$ cat src/rtl/apb_master_32.sv
// APB4 requester: turns a valid/ready command into one APB transfer and returns a valid/ready response.
// Optional ACCESS-phase timeout abort is compiled in with `define APB_TIMEOUT_EN.
//
// state  | meaning
// IDLE   | ready for a command; o_req_ready high
// SETUP  | psel high, penable low, one cycle
// ACCESS | psel and penable high, waiting for pready
// RESP   | response held on o_rsp_* until i_rsp_ready
module apb_master_32 #(
  parameter int unsigned TIMEOUT_CYC = 256
) (
  input  logic        i_pclk,
  input  logic        i_presetn,
  input  logic        i_req_valid,
  output logic        o_req_ready,
  input  logic        i_req_write,
  input  logic [31:0] i_req_addr,
  input  logic [31:0] i_req_wdata,
  input  logic [3:0]  i_req_strb,
  input  logic [2:0]  i_req_prot,
  output logic        o_rsp_valid,
  input  logic        i_rsp_ready,
  output logic [31:0] o_rsp_rdata,
  output logic        o_rsp_err,
  output logic        o_psel,
  output logic        o_penable,
  output logic [31:0] o_paddr,
  output logic        o_pwrite,
  output logic [31:0] o_pwdata,
  output logic [2:0]  o_pprot,
  output logic [3:0]  o_pstrb,
  input  logic [31:0] i_prdata,
  input  logic        i_pready,
  input  logic        i_pslverr
);

  typedef enum logic [1:0] {IDLE, SETUP, ACCESS, RESP} state_e;

  state_e      state_q;
  logic        psel_q, penable_q, pwrite_q;
  logic [31:0] paddr_q, pwdata_q;
  logic [2:0]  pprot_q;
  logic [3:0]  pstrb_q;
  logic        rsp_valid_q, rsp_err_q;
  logic [31:0] rsp_rdata_q;

`ifdef APB_TIMEOUT_EN
  localparam logic [15:0] TO_LAST = 16'(TIMEOUT_CYC - 1);
  logic [15:0] wait_cnt_q;
`else
  logic timeout_unused;
  assign timeout_unused = (TIMEOUT_CYC != 0);
`endif

  always_ff @(posedge i_pclk or negedge i_presetn) begin
    if (!i_presetn) begin
      state_q     <= IDLE;
      psel_q      <= 1'b0;
      penable_q   <= 1'b0;
      pwrite_q    <= 1'b0;
      paddr_q     <= '0;
      pwdata_q    <= '0;
      pprot_q     <= '0;
      pstrb_q     <= '0;
      rsp_valid_q <= 1'b0;
      rsp_err_q   <= 1'b0;
      rsp_rdata_q <= '0;
`ifdef APB_TIMEOUT_EN
      wait_cnt_q  <= '0;
`endif
    end else begin
      case (state_q)
        IDLE: begin
          if (i_req_valid) begin
            state_q   <= SETUP;
            psel_q    <= 1'b1;
            penable_q <= 1'b0;
            paddr_q   <= i_req_addr;
            pwrite_q  <= i_req_write;
            pprot_q   <= i_req_prot;
            pwdata_q  <= i_req_write ? i_req_wdata : 32'h0;
            pstrb_q   <= i_req_write ? i_req_strb : 4'b0000;
          end
        end
        SETUP: begin
          state_q   <= ACCESS;
          penable_q <= 1'b1;
`ifdef APB_TIMEOUT_EN
          wait_cnt_q <= '0;
`endif
        end
        ACCESS: begin
          // pready has priority over a timeout firing in the same cycle
          if (i_pready) begin
            state_q     <= RESP;
            psel_q      <= 1'b0;
            penable_q   <= 1'b0;
            rsp_valid_q <= 1'b1;
            rsp_err_q   <= i_pslverr;
            rsp_rdata_q <= pwrite_q ? 32'h0 : i_prdata;
          end
`ifdef APB_TIMEOUT_EN
          else if (wait_cnt_q == TO_LAST) begin
            state_q     <= RESP;
            psel_q      <= 1'b0;
            penable_q   <= 1'b0;
            rsp_valid_q <= 1'b1;
            rsp_err_q   <= 1'b1;
            rsp_rdata_q <= 32'h0;
          end else begin
            wait_cnt_q <= wait_cnt_q + 16'd1;
          end
`endif
        end
        RESP: begin
          if (i_rsp_ready) begin
            state_q     <= IDLE;
            rsp_valid_q <= 1'b0;
          end
        end
        default: state_q <= IDLE;
      endcase
    end
  end

  assign o_req_ready = (state_q == IDLE);
  assign o_psel      = psel_q;
  assign o_penable   = penable_q;
  assign o_paddr     = paddr_q;
  assign o_pwrite    = pwrite_q;
  assign o_pwdata    = pwdata_q;
  assign o_pprot     = pprot_q;
  assign o_pstrb     = pstrb_q;
  assign o_rsp_valid = rsp_valid_q;
  assign o_rsp_err   = rsp_err_q;
  assign o_rsp_rdata = rsp_rdata_q;

endmodule
$ cat config.mk
export PLATFORM = sky130hd
export DESIGN_NAME = apb_master_32
export DESIGN_NICKNAME = d
export VERILOG_FILES = /design/src/rtl/apb_master_32.sv
export SDC_FILE = /design/constraint.sdc
export NUM_CORES = 1
export LEC_CHECK = 0
export CORE_UTILIZATION = 30
export DETAILED_ROUTE_END_ITERATION = 8
export GPL_TIMING_DRIVEN = 0
export PLACE_DENSITY = 0.7
export SYNTH_ARGS = -nofsm -noshare
export SYNTH_HDL_FRONTEND = slang
export SYNTH_SLANG_ARGS = --single-unit
$ cat constraint.sdc
create_clock -name i_pclk -period 2.1 [get_ports i_pclk]
set_input_delay 0.42 -clock i_pclk [delete_from_list [all_inputs] [get_ports i_pclk]]
set_output_delay 0.42 -clock i_pclk [all_outputs]
set_load 0.01 [all_outputs]
Word level (Yosys, flattened, before mapping)

Cells that the tools add are included.

Bitwise gates (word level): 0
Add/sub/neg operators: 0
Reduce and logical (&&, ||, !) cells: 10
$mul: 0
$lt $le $gt $ge: 0
Multiplexer cells: 15
Shift operators: 0
Div/mod/pow operators: 0
Equality and inequality tests: 6

Operators with widths:

| kind                                                                   | count |
|---|---|
| 32-bit two-way mux                                                     | 2 |
| 3-bit AND reduction                                                    | 4 |
| 2-bit case mux with 4 select lines                                     | 1 |
| 2-bit two-way mux                                                      | 3 |
| 2-bit != test (second input constant)                                  | 3 |
| 1-bit two-way mux                                                      | 5 |
| 2-bit equality test (second input constant)                            | 2 |
| 4-bit two-way mux                                                      | 1 |
| 1-bit case mux with 2 select lines                                     | 2 |
| 2-bit AND reduction                                                    | 2 |
| 2-bit nonzero test                                                     | 2 |
| 1-bit case mux with 3 select lines                                     | 1 |
| 3-bit nonzero test                                                     | 1 |
| 2-bit by 1-bit equality test with 1-bit output (second input constant) | 1 |
| 2-bit zero test                                                        | 1 |

Latch bits: 0
Bits in read-only memories: 0
Output and inout port bits: 109
Bits in registers: 110
RAM bits: 0
Memories kept: 0

Longest topological paths before layout

Depth in word-level cells: 3
Gate-level depth with buffers: 7
Mapped depth without buffers: 5

Worst setup path before layout

Ideal clock, no wire load.

Kind: register -> register
Start point: register state_q[0]
End point: register state_q[1]
Buffers on the path: 0
Data arrival time: 1,419 ps
Setup time: 128 ps
Stages on the path, launching flop included: 6
Clock period less this slack: 1,547 ps
Slack: 553 ps
Path through: dfrtp_1 > inv_1 > ha_1 > nor2b_1 > a211oi_2 > mux2_1

Word-level cells in the longest chain between the ends: 3
Elaborated cells on any way between the ends: 9

RTL lines:

| what                          | RTL line | source |
|---|---|---|
| start, declared               | 39       | `state_e state_q;` |
| start signal, assigned        | 57       | `state_q <= IDLE;` |
| start signal, assigned        | 75       | `state_q <= SETUP;` |
| start signal, assigned        | 86       | `state_q <= ACCESS;` |
| 2-bit zero test *             | -        |  |
| via o_req_ready               | 15       | `output logic o_req_ready,` |
| 2-bit != test (no line)       | -        |  |
| 3-bit AND reduction (no line) | -        |  |

The timed path passes the listed nets; every way through them passes the cells marked *.
A chain may end at the register's enable or synchronous reset.

Worst setup path in the final report

Start point: register state_q[0]
End point: output port o_req_ready

Word-level cells in the longest chain between the ends: 1

RTL lines:

| what            | RTL line | source |
|---|---|---|
| 2-bit zero test | 126      | `assign o_req_ready = (state_q == IDLE);` |
| end, declared   | 15       |  |

No other way between the ends.

==> reports/metrics.cfg <==
[layout]
n_antenna_cell=0
multi_input_area_sq_mm=0.00152
fillers=1285
nets=744
stdcell_area_sq_mm=0.00713
seq_area_sq_mm=0.00275
layout-drive-gt1-share=0.0506
fin_cells=813
synthToLayoutAreaGrowth_pct=62.1

[logic_synthesis]
synth_nets=515
synth_most_common_cell=dfrtp_1
synth_area_leaders=dfrtp_1 (63%), mux2_1 (9.7%), nand2_1 (9.0%), o21ai_1 (5.0%), nand2b_1 (4.6%)
synthCells=400
synth_top_cell_area_share=0.626
synth.largest_area_cell=dfrtp_1
synth_edf_count=0
yosysSeqAreaShare=0.626
synth_flop_cell=dfrtp_1
yosysWarningCount=0
netlist_area_sq_mm=0.00440
ys_async_sr_fraction=1.00
ys_ff_latch=110
synth_common_cells=dfrtp_1 (110), nand2_1 (105), o21ai_1 (44), mux2_1 (38), nand2b_1 (32)
synth_area_per_cell_sq_um=11.0
ys_types=21

[routing]
via_per_inst=4.49
ant_nets=0
wl_per_cell_um=14.7
totalWireLength_um=11900
drtIter0Drc=82
via_count=3647
drc=0
first_pass_iters=4

[placed_design]
dpl_cell_area_sq_mm=0.00682
dpl.cell_count=798
dpl_worst_slack_ns=0.124
detailed_place_hpwl_um=9180
io_buffer_count=217
place_congestion=0.749

[clocking]
htree_levels=3
cts_tree=built
cts_sinks=110
cts-root-buf=clkbuf_16
clock_latency_ns=0.35
path_clk_slew_ns=0.07
numCtsBuffers=9
post-cts-setup-buffers=0
cts.path.max_buffers=2

[timing]
skew_ns=0.00419
period_share=0.896
setup_viol=0
finalSetupTns_ns=0
min_period_ns=1.88
fmax_mhz=531
setup_slack_ns=0.218
report.final.slew_viol_count=0
rsz0062_at_grt=false
worstMarginPinSlew_ns=0.795
relSlewSlack=0.470
finalHoldViolCount=0

[power_and_ir_drop]
power_uw=9790
p_leak_uw=0.00306
ir_worst_vdd_mv=0.621
p_per_area_mw_per_mm2=1370

[floorplan]
placementRows=43
die_w_um=123
core_area_sq_mm=0.0141
ioPinCount=219
initial_core_util=0.312
dieHeight_um=123
dieArea_sq_mm=0.0152

[worst_setup_path]
critPathLaunch=state_q[0]
critPathCapture=o_req_ready
r2r-end=o_pprot[0]
crit_chain=inv_1 > ha_1 > dlygate4sd2_1
reg2reg_from=state_q[0]
required_ns=1.68
critPathTopFamily=buffers and inverters
worst-r2r-setup-slack_ns=0.35
critPathLaunchType=flop
crit_path_max_fanout=5
critical_path_class=flop to output port
crit_arrival_ns=1.46
cp_slowest_cell=dfrtp_1
crit_cells=3
critPathMaxStageDelay_ns=0.42
crit_buf_inv=2
r2r_cells=5
critPathCaptureType=output port

[grt]
grt_max_degree=63
grt_pass1_vias=3890
grt_antenna_before_repair=0
grt_util_all_layers=0.164
gr-total-overflow=0
grt_pass1_wl_um=18900

[outcome]
outcome=completed

[min_path]
hold_path.class=input pin to asynchronous set/reset pin

[run]
maxCapViolCount=0

==> flip-flops by register name, indices dropped and copies added, names as in the netlist <==
signal	flops
o_pwdata	32
o_pstrb	4
o_penable	1
o_rsp_err	1
o_pprot	3
o_pwrite	1
o_rsp_rdata	32
o_psel	1
o_paddr	32
state_q	2
o_rsp_valid	1
==> metal layers <==
metal	track usage	up-vias	routed length [um]
li1	-	1758	-
met1	0.176	1740	4680
met2	0.282	134	5860
met3	0.0789	15	1170
met4	0.0565	0	221
met5	0	-	0
==> how the worst min path moves through the flow <==
stage	startpoint	end	slack (ns)	cells past startpoint
finish	i_presetn	o_rsp_rdata[7]	0.15	1
global route	i_presetn	o_rsp_rdata[7]	0.20	1
CTS	i_presetn	o_penable	0.17	1
detailed placement	o_rsp_rdata[4]	o_rsp_rdata[4]	0.47	2
global placement	o_rsp_rdata[22]	o_rsp_rdata[22]	0.46	2
floorplan	i_presetn	o_paddr[0]	0.12	0
==> metrics by stage <==
| step | util | hold slack [ns] |
|---|---|---|
| after detailed placement | 0.484 | 0.470 |
| after global routing | 0.506 | 0.201 |
| after floorplan | - | 0.124 |
| after CTS | 0.506 | 0.175 |
| after global placement | 0.482 | 0.463 |
| final | 0.506 | 0.152 |
==> power by group <==
group | total (uW) | internal [uW] | switching [uW]
sequential | 3640 | 3090 | 547
clock | 1760 | 1010 | 741
combinational | 4390 | 2520 | 1880
total | 9790 | 6620 | 3170
==> final cells by class <==
type                       count  share of cell area
buffer                        25              0.0156
clock buffer                  12              0.0374
clock inverter                 3             0.00597
inverter                       4             0.00211
multi-input combinational    261               0.213
sequential                   110               0.386
tap                          180              0.0316
timing repair buffer         218               0.308
==> repair_timing <==
action	4_1_cts	5_1_grt
endpoints found under the setup margin	1	0
hold buffers	0	0
gates resized for setup	1	0
==> placed cells by master, fill, tap and decap left out <==
master,n
clkbuf_8,3
mux2_1,38
clkdlybuf4s50_1,215
ha_1,5
bufinv_16,1
mux2i_1,2
clkinvlp_4,1
nor2_1,1
nor2b_1,2
dfrtp_1,110
dlygate4sd2_1,1
nand2_1,105
a211oi_2,1
o21ai_1,44
o21ai_0,26
inv_1,4
nand2_2,1
clkbuf_1,11
nor3_1,1
mux2_2,1
clkbuf_16,9
a21oi_1,1
buf_4,2
buf_16,1
nand2b_1,32
clkinv_2,1
buf_2,11
buf_1,2
a22o_1,1
==> kinds of logic (layout without fill, tap and decap cells) <==
| kind of cell | count (synthesis) | count (layout) | share of synthesized area |
|---|---|---|---|
| multiplexers | 41 | 41 | 0.104 |
| AO/OA/AOI/OAI | 73 | 73 | 0.0856 |
| buffers and inverters | 29 | 262 | 0.0287 |
| flip-flops | 110 | 110 | 0.626 |
| adder cells (fa/ha/maj) | 5 | 5 | 0.0142 |
| AND/OR/NAND/NOR | 142 | 142 | 0.141 |
Note: power is estimated with default switching activity, not from simulation.
